==> src/rtl/cdc_fifo_rptr_level_pkg.sv <==
// Shared Gray-code helpers for the async FIFO pointer blocks (read and write side).
// Optional feature macro used by the read side: CDC_FIFO_RPTR_UNDERFLOW_EN.
package cdc_fifo_rptr_level_pkg;

    localparam int unsigned GRAY_MAX_W = 32;

    // Callers zero-extend narrower pointers, so the upper bits stay zero in both directions.
    function automatic logic [GRAY_MAX_W-1:0] bin2gray(input logic [GRAY_MAX_W-1:0] bin);
        return (bin >> 1) ^ bin;
    endfunction

    function automatic logic [GRAY_MAX_W-1:0] gray2bin(input logic [GRAY_MAX_W-1:0] gray);
        logic [GRAY_MAX_W-1:0] bin;
        bin[GRAY_MAX_W-1] = gray[GRAY_MAX_W-1];
        for (int i = GRAY_MAX_W - 2; i >= 0; i--) begin
            bin[i] = bin[i+1] ^ gray[i];
        end
        return bin;
    endfunction

endpackage

==> src/rtl/cdc_fifo_gray2bin.sv <==
// Combinational Gray-to-binary decoder: each binary bit is the XOR of all Gray bits at or above it.
module cdc_fifo_gray2bin #(
    parameter int unsigned W = 5
) (
    input  logic [W-1:0] gray,
    output logic [W-1:0] bin
);

    for (genvar i = 0; i < W; i++) begin : g_bit
        assign bin[i] = ^gray[W-1:i];
    end

endmodule

==> src/rtl/cdc_fifo_rptr_level.sv <==
// Read-side pointer, empty, almost-empty and fill-level generator for the dual-clock FIFO (r_clk domain).
// Define CDC_FIFO_RPTR_UNDERFLOW_EN to enable the sticky underflow flag.
module cdc_fifo_rptr_level
    import cdc_fifo_rptr_level_pkg::*;
#(
    parameter int unsigned ADDR_SIZE = 4
) (
    input  logic                 r_clk,
    input  logic                 r_rst_n,
    input  logic                 r_inc,
    input  logic [ADDR_SIZE:0]   r_q2_wptr,
    input  logic [ADDR_SIZE:0]   r_aempty_thresh,
    input  logic                 r_clr_err,
    output logic [ADDR_SIZE:0]   r_ptr,
    output logic [ADDR_SIZE-1:0] r_addr,
    output logic                 r_empty,
    output logic                 r_aempty,
    output logic [ADDR_SIZE:0]   r_count,
    output logic                 r_underflow
);

    localparam int unsigned PW    = ADDR_SIZE + 1;
    localparam int unsigned DEPTH = 2 ** ADDR_SIZE;
    localparam int unsigned AW    = $clog2(DEPTH);

    logic [PW-1:0] r_bin;
    logic [PW-1:0] r_bin_next;
    logic [PW-1:0] r_gray_next;
    logic [PW-1:0] w_bin_sync;
    logic [PW-1:0] cnt_next;
    logic          rd_ok;

    cdc_fifo_gray2bin #(
        .W (PW)
    ) u_wptr_dec (
        .gray (r_q2_wptr),
        .bin  (w_bin_sync)
    );

    // Next pointer and level; modular subtraction keeps the count right across the MSB wrap.
    always_comb begin
        rd_ok       = r_inc & ~r_empty;
        r_bin_next  = r_bin + PW'(rd_ok);
        r_gray_next = PW'(bin2gray(GRAY_MAX_W'(r_bin_next)));
        cnt_next    = w_bin_sync - r_bin_next;
    end

    always_ff @(posedge r_clk or negedge r_rst_n) begin
        if (!r_rst_n) begin
            r_bin    <= '0;
            r_ptr    <= '0;
            r_empty  <= 1'b1;
            r_aempty <= 1'b1;
            r_count  <= '0;
        end else begin
            r_bin    <= r_bin_next;
            r_ptr    <= r_gray_next;
            r_empty  <= (r_gray_next == r_q2_wptr);
            r_aempty <= (cnt_next <= r_aempty_thresh);
            r_count  <= cnt_next;
        end
    end

    assign r_addr = r_bin[AW-1:0];

`ifdef CDC_FIFO_RPTR_UNDERFLOW_EN
    // Sticky error: a read attempt against an empty FIFO beats a same-cycle clear.
    always_ff @(posedge r_clk or negedge r_rst_n) begin
        if (!r_rst_n) begin
            r_underflow <= 1'b0;
        end else if (r_inc && r_empty) begin
            r_underflow <= 1'b1;
        end else if (r_clr_err) begin
            r_underflow <= 1'b0;
        end
    end
`else
    logic unused_clr_err;
    assign unused_clr_err = r_clr_err;
    assign r_underflow    = 1'b0;
`endif

endmodule

==> config.mk <==
export PLATFORM = sky130hd
export DESIGN_NAME = cdc_fifo_rptr_level
export DESIGN_NICKNAME = d
export VERILOG_FILES = /design/src/rtl/cdc_fifo_rptr_level_pkg.sv /design/src/rtl/cdc_fifo_gray2bin.sv /design/src/rtl/cdc_fifo_rptr_level.sv
export SDC_FILE = /design/constraint.sdc
export NUM_CORES = 1
export LEC_CHECK = 0
export CAP_MARGIN = 40
export CORE_ASPECT_RATIO = 1.2
export CORE_MARGIN = 10
export CORE_UTILIZATION = 49
export DETAILED_ROUTE_END_ITERATION = 6
export PLACE_DENSITY_LB_ADDON = 0.3
export SLEW_MARGIN = 15
export SYNTH_ARGS = -nofsm -noshare
export SYNTH_HDL_FRONTEND = slang
export SYNTH_HIERARCHICAL = 1
export SYNTH_SLANG_ARGS = --single-unit
==> constraint.sdc <==
create_clock -name r_clk -period 5.6 [get_ports r_clk]
set_input_delay 1.12 -clock r_clk [delete_from_list [all_inputs] [get_ports r_clk]]
set_output_delay 1.12 -clock r_clk [all_outputs]
set_load 0.005 [all_outputs]
==> results.py <==
metrics = {
    "clock_network": {
        "ctsHoldBuffers": 0,
        "cts_root_buf": "clkbuf_4",
        "clkSlewWorstSetupHoldPaths_ns": 0.09,
        "clock_sinks": 16,
        "clk_latency_ns": 0.28,
        "cts_tree": "yes",
        "cts_resized": 0,
        "post_cts.repair.setup_buffers": 0,
        "clk_path_buf_depth": 2,
        "h-tree-depth": 1,
        "numCtsBuffers": 3,
    },
    "run": {
        "maxCapViolCount": 0,
    },
    "cells_and_area": {
        "nFillCells": 156,
        "antenna_cells": 0,
        "nNetsFinal": 145,
        "multi_input_area_um2": 544,
        "regArea_um2": 403,
        "drive_above_1_share": 0.0833,
        "synthToLayoutAreaGrowth_pct": 30.2,
        "final_cell_mix": "clkdlybuf4s50_1, xnor2_1, dfrtp_1, inv_1, ha_1",
        "layout_commonest_cell": "clkdlybuf4s50_1",
    },
    "power_and_ir_drop": {
        "swShare": 0.401,
        "p_int_mw": 0.533,
        "power_mw": 0.889,
        "power_frac_comb": 0.685,
        "power_leakage_nw": 0.575,
        "power_switching_mw": 0.357,
        "power.density_nw_per_um2": 678,
        "pwr-share-clk": 0.066,
        "vdd_drop_max_mv": 0.417,
        "p_seq_frac": 0.249,
    },
    "critical_path": {
        "crit_path_frequent_cell": "ha_1",
        "worst_ep_arrival_time_ns": 4.10,
        "crit_type": "in -> reg",
        "slowest_delay_ns": 0.58,
        "crit_chain": "clkdlybuf4s50_1, xor2_2, xnor3_1, inv_1, ha_1, inv_1, ha_1, a2111oi_0, nor3_1, xnor2_1, ha_1, o21a_1, o22ai_1",
        "crit_fanout": 4,
        "critPathCaptureType": "flop",
        "cp.required_ns": 5.81,
        "startpoint_type": "primary input",
        "cp_slowest_cell": "clkdlybuf4s50_1",
    },
    "yosys": {
        "ys_ff_latch": 16,
        "yosysSeqAreaShare": 0.400,
        "netlist_top_cells_area": "dfrtp_1, xnor2_1, ha_1",
        "yosys_warnings": 6,
        "synth_area_per_cell_um2": 10.9,
        "synth_cell_type_count": 27,
        "synth_area_um2": 1010,
        "synth_top_cell_by_area": "dfrtp_1",
        "syn-num-nets": 115,
        "syn_inst": 92,
        "synth_top_cell_area_share": 0.348,
    },
    "grt": {
        "grt_first_pass_wirelength_um": 3400,
        "grt_usage": 0.104,
        "overflow": 0,
        "antenna_found_initial": 0,
        "grt_pass1_vias": 779,
        "grt_max_degree": 17,
    },
    "routing": {
        "drc_errors": 0,
        "drt_iter0_markers": 11,
        "via_per_inst": 5.19,
        "wire_per_inst_um": 14.7,
        "vias": 721,
        "first_pass_iters": 4,
        "finalWirelength_um": 2040,
        "drtAntennaViolNets": 0,
    },
    "place": {
        "hpwl_um": 1690,
        "place_ws_ns": 1.43,
        "gp_congestion": 0.800,
        "port_buffers": 28,
    },
    "timing": {
        "fin_crit_ns": 3.89,
        "final.setup.tns_ns": 0,
        "finalMaxSlewViolations": 0,
        "slew-limit-headroom": 0.508,
        "rsz0062_at_grt": "no",
        "fmax_mhz": 257,
        "period_share": 0.695,
        "finalSetupViolCount": 0,
        "hold_viol": 0,
        "skew_ns": 0.00142,
        "layout_setup_ws_ns": 1.71,
        "worst_slew_pin_slew_ns": 0.735,
    },
    "floorplan": {
        "dieWidth_um": 61.4,
        "ios": 31,
        "dieArea_um2": 4280,
        "die_y_um": 69.7,
        "initial_utilization": 0.532,
        "num_rows": 17,
        "core_area_um2": 1890,
    },
    "hold_path": {
        "hold_path_class": "reg -> reg",
    },
    "outcome": {
        "outcome": "finished, final reports clean",
    },
}
[per-stage QoR]
step                      area, um^2  cells   util  hold WS (ns)
after floorplan                 1010     92      -         0.520
after global placement          1290    136  0.681         0.530
after detailed placement        1290    136  0.681         0.531
after CTS                       1310    139  0.693         0.551
after global routing            1310    139  0.693         0.578
final                           1310    139  0.693         0.544
[worst paths after layout]
| check | start | to | slack (ns) | cells past startpoint |
|---|---|---|---|---|
| worst max-delay path | r_q2_wptr[4] | r_aempty | 1.71 | 13 |
| worst min-delay path | r_bin[0] | r_bin[0] | 0.54 | 1 |
| worst max register to register | r_empty | r_aempty | 2.72 | 11 |
| worst min register to register | r_bin[0] | r_bin[0] | 0.54 | 1 |
| max in group asynchronous | r_rst_n | r_bin[4] | 3.87 | 1 |
| min in group asynchronous | r_rst_n | r_count[0] | 1.27 | 1 |
[per-layer routing]
metal  GRT usage  wire (um)  vias to the layer above
li1            -          -                      351
met1       0.107        828                      344
met2       0.168       1030                       22
met3      0.0402        155                        4
met4      0.0591         29                        0
met5           0          0                        -
[flip-flops by register name, indices dropped and copies added (netlist names)]
name      cells
r_empty       1
r_ptr         4
r_count       5
r_bin         5
r_aempty      1
[area by class of cell]
cell class / count / area share
multi-input cells: 63 / 0.415
repair buffers: 28 / 0.214
inverters: 10 / 0.0286
well taps: 19 / 0.0181
clock buffers: 3 / 0.0172
flip-flops and latches: 16 / 0.307
[power groups by stage]
stage	Clock, mW	Combinational, mW	Sequential [mW]
finish	0.0589	0.609	0.222
global route	0.0670	0.678	0.231
CTS	0.0635	0.620	0.223
detailed placement	0	0.614	0.225
global placement	0	0.598	0.222
floorplan	0	0.401	0.229
[cell usage after synthesis, drive strengths merged]
library cell,number
buf,3
nor2b,1
dfrtp,14
nand2b,3
nand2,3
dfstp,2
xnor2,14
inv,10
ha,9
nor3,2
o21a,3
o22ai,1
a31oi,1
nand3,4
mux2i,1
nor2,4
and3b,1
conb,1
xor2,10
xnor3,1
a2111oi,2
maj3,1
or3,1
[cell families after synthesis]
kind of cell	Yosys count	synth area share
AO/OA/AOI/OAI	7	0.0584
XOR/XNOR	25	0.246
adder cells (fa/ha/maj)	10	0.122
buffers and inverters	13	0.0596
flip-flops	16	0.400
multiplexers	1	0.00994
other	1	0.00372
AND/OR/NAND/NOR	19	0.101
[critical path, delay by kind of cell]
kind / cells / cell delay (ns)
xor gates and xnor gates: 3 / 0.98
buffers and inverters: 3 / 0.71
adders and majority gates: 3 / 0.66
AOI/OAI and AO/OA: 3 / 0.52
and+or+nand+nor: 1 / 0.13
Note: power is estimated with default switching activity, not from simulation.
